==> src/rtl/cam_pkg.sv <==
// cam_pkg: capture FSM state type and RGB565 -> RGB332 bit mapping
// shared by the camera capture block and its bench.
package cam_pkg;

    typedef enum logic [1:0] {
        IDLE,
        WAIT_VSYNC,
        CAPTURE,
        DONE
    } cam_state_t;

    // Bit positions inside the two RGB565 bytes (high byte b1, low byte b2)
    localparam int R_HI = 7;
    localparam int R_LO = 5;
    localparam int G_HI = 2;
    localparam int G_LO = 0;
    localparam int B_HI = 4;
    localparam int B_LO = 3;

    function automatic logic [7:0] rgb565_to_332(
        input logic [7:0] b1,
        input logic [7:0] b2
    );
        return {b1[R_HI:R_LO], b1[G_HI:G_LO], b2[B_HI:B_LO]};
    endfunction

endpackage

==> src/rtl/cam_sync.sv <==
// cam_sync: 2-flop synchronizers for the camera bus plus a pclk
// rising-edge detector; data rides alongside the control bits.
module cam_sync (
    input  logic       clk,
    input  logic       rst,
    input  logic       pclk,
    input  logic       vsync,
    input  logic       href,
    input  logic [7:0] data,
    output logic       pclk_rise,
    output logic       vsync_s,
    output logic       href_s,
    output logic [7:0] data_s
);

    logic [2:0] pclk_q;
    logic [1:0] vsync_q;
    logic [1:0] href_q;
    logic [7:0] data_q1;
    logic [7:0] data_q2;

    always_ff @(posedge clk) begin
        if (rst) begin
            pclk_q  <= '0;
            vsync_q <= '0;
            href_q  <= '0;
            data_q1 <= '0;
            data_q2 <= '0;
        end else begin
            pclk_q  <= {pclk_q[1:0], pclk};
            vsync_q <= {vsync_q[0], vsync};
            href_q  <= {href_q[0], href};
            data_q1 <= data;
            data_q2 <= data_q1;
        end
    end

    assign pclk_rise = pclk_q[1] & ~pclk_q[2];
    assign vsync_s   = vsync_q[1];
    assign href_s    = href_q[1];
    assign data_s    = data_q2;

endmodule

==> src/rtl/cam_capture.sv <==
// cam_capture: RGB565 camera bus to RGB332 frame-buffer writer.
// Optional sticky err output when CAM_CAPTURE_ERR_EN is defined.
import cam_pkg::*;

module cam_capture #(
    parameter int H_RES  = 160,
    parameter int V_RES  = 120,
    parameter int ADDR_W = 15
) (
    input  logic              clk,
    input  logic              rst,
    input  logic              cam_pclk,
    input  logic              cam_vsync,
    input  logic              cam_href,
    input  logic [7:0]        cam_data,
    input  logic              capture_en,
    output logic [7:0]        pix_data,
    output logic [ADDR_W-1:0] pix_addr,
    output logic              pix_we,
    output logic              frame_done,
    output logic              busy
`ifdef CAM_CAPTURE_ERR_EN
    ,
    output logic              err
`endif
);

    localparam logic [31:0] TOTAL = 32'(H_RES * V_RES);

    cam_state_t state;

    logic       pclk_rise;
    logic       vsync_s;
    logic       href_s;
    logic [7:0] data_s;

    logic       vsync_q;
    logic       href_q;
    logic       phase;
    logic [7:0] b1;

    logic       vs_fall;
    logic       vs_rise;
    logic       hr_rise;
    logic       byte_ok;
    logic       phase_eff;
    logic       addr_ok;

    cam_sync u_sync (
        .clk       (clk),
        .rst       (rst),
        .pclk      (cam_pclk),
        .vsync     (cam_vsync),
        .href      (cam_href),
        .data      (cam_data),
        .pclk_rise (pclk_rise),
        .vsync_s   (vsync_s),
        .href_s    (href_s),
        .data_s    (data_s)
    );

    assign vs_fall   = pclk_rise & vsync_q & ~vsync_s;
    assign vs_rise   = pclk_rise & ~vsync_q & vsync_s;
    assign hr_rise   = pclk_rise & ~href_q & href_s;
    assign byte_ok   = pclk_rise & href_s;
    // A new line always starts on the high byte
    assign phase_eff = hr_rise ? 1'b0 : phase;
    assign addr_ok   = (32'(pix_addr) < TOTAL);

    always_ff @(posedge clk) begin
        if (rst) begin
            state      <= IDLE;
            pix_data   <= '0;
            pix_addr   <= '0;
            pix_we     <= 1'b0;
            frame_done <= 1'b0;
            busy       <= 1'b0;
            phase      <= 1'b0;
            b1         <= '0;
            vsync_q    <= 1'b0;
            href_q     <= 1'b0;
        end else begin
            pix_we     <= 1'b0;
            frame_done <= 1'b0;
            if (pix_we && pix_addr != '1) begin
                pix_addr <= pix_addr + 1'b1;
            end
            if (pclk_rise) begin
                vsync_q <= vsync_s;
                href_q  <= href_s;
            end
            unique case (state)
                IDLE: begin
                    if (capture_en) begin
                        state <= WAIT_VSYNC;
                        busy  <= 1'b1;
                    end
                end
                WAIT_VSYNC: begin
                    if (vs_fall) begin
                        state    <= CAPTURE;
                        pix_addr <= '0;
                        phase    <= 1'b0;
                    end
                end
                CAPTURE: begin
                    // Frame end wins over a byte sampled on the same edge
                    if (vs_rise) begin
                        state      <= DONE;
                        busy       <= 1'b0;
                        frame_done <= 1'b1;
                    end else if (byte_ok) begin
                        phase <= ~phase_eff;
                        if (!phase_eff) begin
                            b1 <= data_s;
                        end else if (addr_ok) begin
                            pix_we   <= 1'b1;
                            pix_data <= rgb565_to_332(b1, data_s);
                        end
                    end
                end
                DONE: begin
                    state <= capture_en ? WAIT_VSYNC : IDLE;
                    busy  <= capture_en;
                end
            endcase
        end
    end

`ifdef CAM_CAPTURE_ERR_EN
    localparam int LW = $clog2(H_RES + 1);

    logic [LW-1:0] line_pix;
    logic          pix_byte;

    assign pix_byte = byte_ok & phase_eff & ~vs_rise & (state == CAPTURE);

    always_ff @(posedge clk) begin
        if (rst) begin
            err      <= 1'b0;
            line_pix <= '0;
        end else begin
            if (hr_rise) begin
                line_pix <= '0;
            end else if (pix_byte) begin
                if (line_pix == LW'(H_RES)) begin
                    err <= 1'b1;
                end else begin
                    line_pix <= line_pix + 1'b1;
                end
            end
            if (pix_byte && !addr_ok) begin
                err <= 1'b1;
            end
        end
    end
`endif

endmodule

==> config.mk <==
export PLATFORM = sky130hd
export DESIGN_NAME = cam_capture
export DESIGN_NICKNAME = d
export VERILOG_FILES = /design/src/rtl/cam_pkg.sv /design/src/rtl/cam_sync.sv /design/src/rtl/cam_capture.sv
export SDC_FILE = /design/constraint.sdc
export NUM_CORES = 1
export LEC_CHECK = 0
export BUFFER_PORTS_ARGS = -buffer_cell sky130_fd_sc_hd__buf_4
export CORE_MARGIN = 2
export CORE_UTILIZATION = 46
export CTS_BUF_LIST = sky130_fd_sc_hd__clkbuf_4 sky130_fd_sc_hd__clkbuf_8
export DETAILED_ROUTE_END_ITERATION = 12
export PLACE_DENSITY_LB_ADDON = 0.05
export SETUP_SLACK_MARGIN = 0.3
export SLEW_MARGIN = 30
export SYNTH_ARGS = -nofsm -noshare
export SYNTH_HDL_FRONTEND = slang
export SYNTH_SLANG_ARGS = --single-unit
==> constraint.sdc <==
create_clock -name clk -period 4.63 [get_ports clk]
set_input_delay 0.926 -clock clk [delete_from_list [all_inputs] [get_ports clk]]
set_output_delay 0.926 -clock clk [all_outputs]
set_load 0.02 [all_outputs]
# Word level (Yosys, flattened, before mapping)
# Cells that the tools add are included.
[word_totals] reg_bits=62 in_bits=14 output_inout_bits=26 elab_cells=71
[op_classes] addsub=1 order_cmp=1 eq_ne=9 mux=18 bitwise=16 reduce_logical=11
[op_table] op="15-bit 2-to-1 mux" n=3
[op_table] op="15-bit by 1-bit adder with 15-bit output, second input constant" n=1
[op_table] op="15-bit less-than comparator, second input constant" n=1
[op_table] op="15-bit != test, second input constant" n=1
[op_table] op="2-bit != test, second input constant" n=5
[op_table] op="1-bit 2-to-1 mux" n=9
[op_table] op="1-bit AND" n=8
[op_table] op="1-bit NOT" n=8
[op_table] op="2-bit case mux with 4 select lines" n=1
[op_table] op="4-bit AND reduction" n=2
[op_table] op="2-bit 2-to-1 mux" n=3
[op_table] op="3-bit AND reduction" n=2
[op_table] op="5-bit AND reduction" n=1
[op_table] op="5-bit OR reduction" n=1
[op_table] op="2-bit equality test, second input constant" n=2
[op_table] op="1-bit case mux with 3 select lines" n=1
[op_table] op="3-bit nonzero test" n=1
[op_table] op="2-bit by 1-bit equality test with 1-bit output, second input constant" n=1
[op_table] op="2-bit zero test" n=1
[op_table] op="1-bit case mux with 2 select lines" n=1
[op_table] op="2-bit nonzero test" n=1
[op_table] op="2-bit OR reduction" n=1
[op_table] op="1-bit logical AND" n=1

# Depth between registers and ports, before layout
# Gate-level depths: netlist of run 1.
[logic_depth] ltp_word=9 depth_mapped=8

# Hierarchy
# Synthesis of run 1 repeated with hierarchy kept, for this count alone.
[unflattened] hier_cells=245 hier_area_um2=2507.4
[modules_own_cells] mod="cam_capture" instances=1 cells_each=196 area_each_um2=1831.8
[modules_own_cells] mod="cam_sync" instances=1 cells_each=49 area_each_um2=675.6

# Least setup slack after synthesis of run 1
# Ideal clock, no wire load.
[synth_path] kind="input -> register" start="in rst" end="reg b1[0]" setup_time_ps=128 t_arrival_ps=1750 slack_ps=2753 cell_stages=4 path_buffers=3 path_cell_list="clkbuf_1 -> clkbuf_1 -> buf_1 -> nor2_1"
[synth_rtl] element="start, declared" line_no="cam_capture.sv:11" text="input logic rst,"
[synth_rtl] element="end signal, assigned" line_no="cam_capture.sv:115" text="b1 <= data_s;"
[synth_rtl] element="end, declared" line_no="cam_capture.sv:40" text="logic [7:0] b1;"
# No word-level cell between the ends.

# Worst setup path in the final report of run 1
[layout_path] start="reg state[0]" end="reg b1[1]"
[layout_via] elab_chain_len=2
[layout_lines] element="start, declared" line_no="cam_capture.sv:30" text="cam_state_t state;"
[layout_lines] element="start signal, assigned" line_no="cam_capture.sv:123" text="state <= capture_en ? WAIT_VSYNC : IDLE;"
[layout_lines] element="2-bit equality test" line_no="cam_capture.sv:92" text="unique case (state)"
[layout_lines] element="4-bit AND reduction (no line)"
# No other way between the ends.
# A chain may end at the register's enable or synchronous reset.

==> metrics.md, run 1 <==
| Metric | Value |
|---|---|
| Commonest cells after routing, fill and taps aside | `dfxtp_1 (60), buf_4 (41), nor2b_1 (27), nand2b_1 (20), mux2i_1 (18)` |
| Share of flip-flops with an asynchronous set or reset | `0%` |
| Post-CTS Hold Buffers | `0` |
| Most common cell after layout, fill and taps aside | `dfxtp_1` |
| DRC errors left | `0` |
| Layout area overhead | `22.9%` |
| Die height | `77.5 um` |
| PortBufs | `39` |
| CP Launch Type | `register` |
| Clock skew | `0.00936 ns` |
| Final hold viol count | `0` |
| Initial antenna violation count | `0` |
| Syn Area/Cell | `9.82 um^2` |
| Least-Margin Pin Slew | `0.641 ns` |
| Ys Warns | `0` |
| CTS root buf | `clkbuf_8` |
| Layout cell share with drive strength beyond 1 | `21.2%` |
| DRT antenna net count | `0` |
| Post-synth net total | `273` |
| Worst EP required | `4.84 ns` |
| CTS Buffer Depth | `2` |
| Leakage | `1.15 nW` |
| Antenna fix cells | `0` |
| Hold Crit Class | `reg -> reg` |
| Slew Limit Headroom | `57.3%` |
| TritonRoute pass-1 iters | `4` |
| Post-Syn Area | `2480 um^2` |
| Area post-placement | `2830 um^2` |
| Max-cap viol count | `0` |
| GP Congestion | `0.764` |
| EDFF count, synth | `0` |
| Tcrit/Tclk final | `45.0%` |
| Die ar. | `6010 um^2` |
| IO Count | `40` |
| CTS clock-pin slew for the worst setup and hold paths | `0.07 ns` |
| First-pass GRT wire length | `7870 um` |
| Vias/cell | `5.13` |
| GRT Total Usage | `16.5%` |
| Nature of the critical path endpoint | `register` |
| CTS HTree Levels | `3` |
| Core box area | `5170 um^2` |
| Final Max Tran Viols | `0` |
| Nets | `313` |
| Setup TNS Final | `0 ns` |
| Worst skew pair latency | `0.33 ns` |
| CTS tree | `built` |
| Fillcell total | `447` |
| 1st-iter DRT viols | `92` |
| # setup viols final | `0` |
| Grt ovf | `0` |
| Vias | `1884` |
| # resized after CTS | `0` |
| Seq/Total Area, Yosys | `48.3%` |
| Setup Fix Bufs, Post-CTS | `0` |
| Clock Sinks | `60` |
| #FFs+latches synth | `60` |
| Largest net degree at the start of global routing | `57` |
| Final core utilization | `59.0%` |
| Vias in the first global route | `1759` |
| Routed len/inst | `12.4 um` |
| CP max FO | `9` |
| Setup CP Type | `reg -> reg` |
| Post-DP HPWL | `2980 um` |
| Number of distinct library cells after synthesis | `47` |
| VDD IR max | `0.248 mV` |
| RSZ-0062 raised after global routing | `false` |
| Row Count | `26` |
| Ys flop type | `dfxtp_1` |
| Min Tclk post-route | `2.08 ns` |
| Fmax achieved | `0.480 GHz` |
| Routed WL | `4550 um` |
| Worst Path Arrival | `2.29 ns` |
| Status | `finished, final reports clean` |
| Final instance area | `3050 um^2` |
| Cells after Synth | `253` |
| TritonCTS buffer count | `9` |
| PwrDens | `402 nW/um^2` |
| Initial core utilization | `48.0%` |
| Die W | `77.5 um` |
## area by class of cell
cell class                 instances  area [um^2]  share of cell area [%]
multi-input combinational        176         1220                    39.9
sequential                        60         1200                    39.3
timing repair buffer              41          308                    10.1
clock buffer                      11          145                    4.75
tap                               70         87.6                    2.87
clock inverter                     4         73.8                    2.42
inverter                           5         18.8                   0.615
## synth_stat cells, types with 2 or more instances
cell,instances,area (um^2)
dfxtp_1,60,1200
nor2b_1,27,169
nand2b_1,20,125
mux2i_1,18,180
nor2_1,17,63.8
a21oi_1,12,60.1
o21ai_0,9,45.0
nand2_1,8,30.0
clkbuf_1,7,26.3
or3_1,7,43.8
ha_1,6,75.1
nor3_1,6,30.0
inv_1,4,15.0
nand3_1,4,20.0
and3_1,3,18.8
buf_2,3,15.0
nand4_1,3,18.8
nor3b_1,3,22.5
or4_1,3,22.5
a31oi_1,2,12.5
nand3b_1,2,15.0
nor4_1,2,12.5
o31ai_1,2,15.0
o41ai_1,2,17.5
## metal layers
metal / up-vias / track usage, % / routed length (um)
li1: 970 / - / -
met1: 868 / 19.6 / 2210
met2: 35 / 27.0 / 2060
met3: 11 / 5.35 / 195
met4: 0 / 8.04 / 93
met5: - / 0 / 0
## worst max-delay path, stage by stage (launching register included)
cell and delay, ns:
dfxtp_1 0.34, inv_1 0.15, ha_1 0.34, nand2_1 0.16, a2111oi_4 0.65, mux2i_1 0.27, nor2_1 0.05
## through the flow
step	setup WS (ns)	total power [mW]	instances	hold slack, ns
6_report	2.55	1.23	367	0.432
5_1_grt	2.34	1.28	367	0.451
4_1_cts	2.54	1.24	367	0.435
3_5_place_dp	2.29	0.718	352	0.422
3_3_place_gp	2.31	0.716	352	0.419
2_1_floorplan	2.75	0.684	253	0.414
## worst paths after layout
path                         start          endpoint  slack, ns  cells past startpoint
setup / recovery          state[0]             b1[1]       2.55                      6
setup reg to reg          state[0]             b1[1]       2.55                      6
hold / removal    u_sync.pclk_q[0]  u_sync.pclk_q[1]       0.43                      1
hold reg to reg   u_sync.pclk_q[0]  u_sync.pclk_q[1]       0.43                      1
## cell families after synthesis
| group | synth area share (%) |
|---|---|
| buf+inv | 2.87 |
| compound gates | 10.7 |
| flops | 48.3 |
| fa+ha+maj | 3.02 |
| mux | 7.25 |
| simple gates | 27.5 |
| xor+xnor | 0.353 |
## state kept, by name, summed over array words and instances, names as in the netlist
name / cells
b1: 6
busy: 1
frame_done: 1
href_q: 1
phase: 1
pix_addr: 15
pix_data: 8
pix_we: 1
state: 2
u_sync.data_q1: 8
u_sync.data_s: 8
u_sync.href_q: 2
u_sync.pclk_q: 3
u_sync.vsync_q: 2
vsync_q: 1
## where the power goes
| group | switching (mW) | internal (mW) |
|---|---|---|
| Sequential | 0.0137 | 0.538 |
| Combinational | 0.0842 | 0.0747 |
| Clock | 0.197 | 0.321 |
| Total | 0.295 | 0.933 |
Note: power is estimated with default switching activity, not from simulation.
==> run 2, diff against run 1 <==
Clock period 4.63 ns to 1.8 ns, I/O delays scaled along.
==> metrics.md, run 2 (synthesis results as in run 1) <==
| Metric | Value |
|---|---|
| Status | `finished, final reports clean` |
| Setup TNS Final | `0 ns` |
| Least-Margin Pin Slew | `0.408 ns` |
| Setup CP Type | `reg -> reg` |
| Initial antenna violation count | `0` |
| Biggest register | `pix_addr` |
| Routed WL | `5480 um` |
| Vias in the first global route | `1895` |
| Post-CTS Hold Buffers | `0` |
| Core box area | `5170 um^2` |
| Final hold viol count | `0` |
| Worst EP required | `2.07 ns` |
| WHS | `0.226 ns` |
| Routed len/inst | `13.7 um` |
| DRT antenna net count | `0` |
| Largest net degree at the start of global routing | `38` |
| DP Worst Slack | `0.141 ns` |
| Busiest grt layer | `met2` |
| Worst skew pair latency | `0.34 ns` |
| DRC errors left | `0` |
| Commonest cells after routing, fill and taps aside | `buf_4 (68), dfxtp_1 (41), nor2b_1 (26), nand2b_1 (19), mux2i_1 (18)` |
| PortBufs | `39` |
| Die W | `77.5 um` |
| TritonRoute pass-1 iters | `5` |
| Post-DP HPWL | `3160 um` |
| Tcrit/Tclk final | `88.8%` |
| PwrDens | `940 nW/um^2` |
| Leakage | `1.36 nW` |
| CP max FO | `6` |
| Clock Sinks | `60` |
| Grt ovf | `0` |
| CTS tree | `built` |
| CTS clock-pin slew for the worst setup and hold paths | `0.06 ns` |
| Setup ws final | `0.201 ns` |
| CP Launch Type | `register` |
| Worst path cell trace | `inv_6, ha_4, nor2b_1, or4_1, a21oi_2, mux2i_1` |
| Routing usage on met3 | `5.35%` |
| CTS root buf | `clkbuf_8` |
| Antenna fix cells | `0` |
| First-pass GRT wire length | `8680 um` |
| Die ar. | `6010 um^2` |
| Crit path max-delay family | `simple AND/OR/NAND/NOR gates` |
| Met1 Use GR | `23.1%` |
| CTS HTree Levels | `3` |
| Slew Limit Headroom | `72.6%` |
| Die height | `77.5 um` |
| RSZ-0062 raised after global routing | `true` |
| Fmax achieved | `0.626 GHz` |
| Min Tclk post-route | `1.60 ns` |
| Initial core utilization | `48.0%` |
| VDD IR max | `0.865 mV` |
| Final Max Tran Viols | `0` |
| Row Count | `26` |
| Clock skew | `0.00234 ns` |
| Critical path's largest stage delay | `0.48 ns` |
| Layout cell share with drive strength beyond 1 | `44.8%` |
| Max-cap viol count | `0` |
| Number of buffers and inverters on the critical path | `1` |
| 1st-iter DRT viols | `120` |
| CTS Buffer Depth | `2` |
| Vias | `2079` |
| Setup slack, reg-to-reg | `0.20 ns` |
| Vias/cell | `5.20` |
| Final std cells w/o fill | `400` |
| Max stage delay cell, worst path | `or4_1` |
| Met2 GRT Util | `28.2%` |
| Fillcell total | `398` |
| Max reg flops | `15` |
| GRT Total Usage | `18.3%` |
| GP Congestion | `0.813` |
| Placed cells | `359` |
| Nets | `346` |
| Hold Crit Class | `in -> reg` |
| # setup viols final | `0` |
| Layout area overhead | `44.6%` |
| Nature of the critical path endpoint | `register` |
| Worst Path Arrival | `1.87 ns` |
| IO Count | `40` |
| TritonCTS buffer count | `9` |
| Overall Power | `3.38 mW` |
| Most common cell after layout, fill and taps aside | `buf_4` |
## run 2: cell types whose count changed in the layout (fill, tap and decap cells not counted), sizes merged
cell,delta
clkinv,-1
inv,+2
clkbuf,-1
buf,+33
## run 2: per-stage QoR
step / utilization [%] / instance area [um^2]
floorplan: - / 2580
global placement: 57.5 / 2980
detailed placement: 57.5 / 2980
CTS: 65.4 / 3380
global route: 69.4 / 3590
finish: 69.4 / 3590
## run 2: routing by layer
metal,up-vias,part of all wire (%),routed length (um)
met3,11,4.8,264
met1,967,44,2420
met2,62,49,2680
met5,-,0,0
li1,1039,-,-
met4,0,2.1,114
## run 2: worst paths after layout
check | start | endpoint | cells after the start
setup / recovery | state[0] | phase | 6
hold / removal | cam_data[1] | u_sync.data_q1[1] | 2
setup reg to reg | state[0] | phase | 6
hold reg to reg | u_sync.data_q1[1] | u_sync.data_s[1] | 1
## run 2: layout make-up
class / count / area, um^2 / area share, %
Multi-Input combinational cell: 176 / 1440 / 40.0
Sequential cell: 60 / 1260 / 35.0
Timing Repair Buffer: 74 / 579 / 16.1
Clock buffer: 10 / 131 / 3.66
Tap cell: 70 / 87.6 / 2.44
Clock inverter: 5 / 76.3 / 2.12
Inverter: 5 / 23.8 / 0.662
## run 2: worst register-to-register path, delay by kind of cell (launching register included)
kind	cells	cell delay, ns
and+or+nand+nor	2	0.60
AOI/OAI and AO/OA	1	0.15
DFF	1	0.39
buffers and inverters	1	0.05
muxes	1	0.18
adders and majority gates	1	0.17
## run 2: power breakdown
part	internal [mW]	leakage (nW)	switching [mW]
Sequential	1.38	0.502	0.0507
Clock	0.783	0.110	0.515
Combinational	0.356	0.745	0.293
Total	2.52	1.36	0.859
## run 2: repair_timing
item,in CTS,in global routing
resized for setup,15,49
setup buffers,17,7
setup endpoints to repair,24,32
gates cloned,0,2
pin swaps,12,23
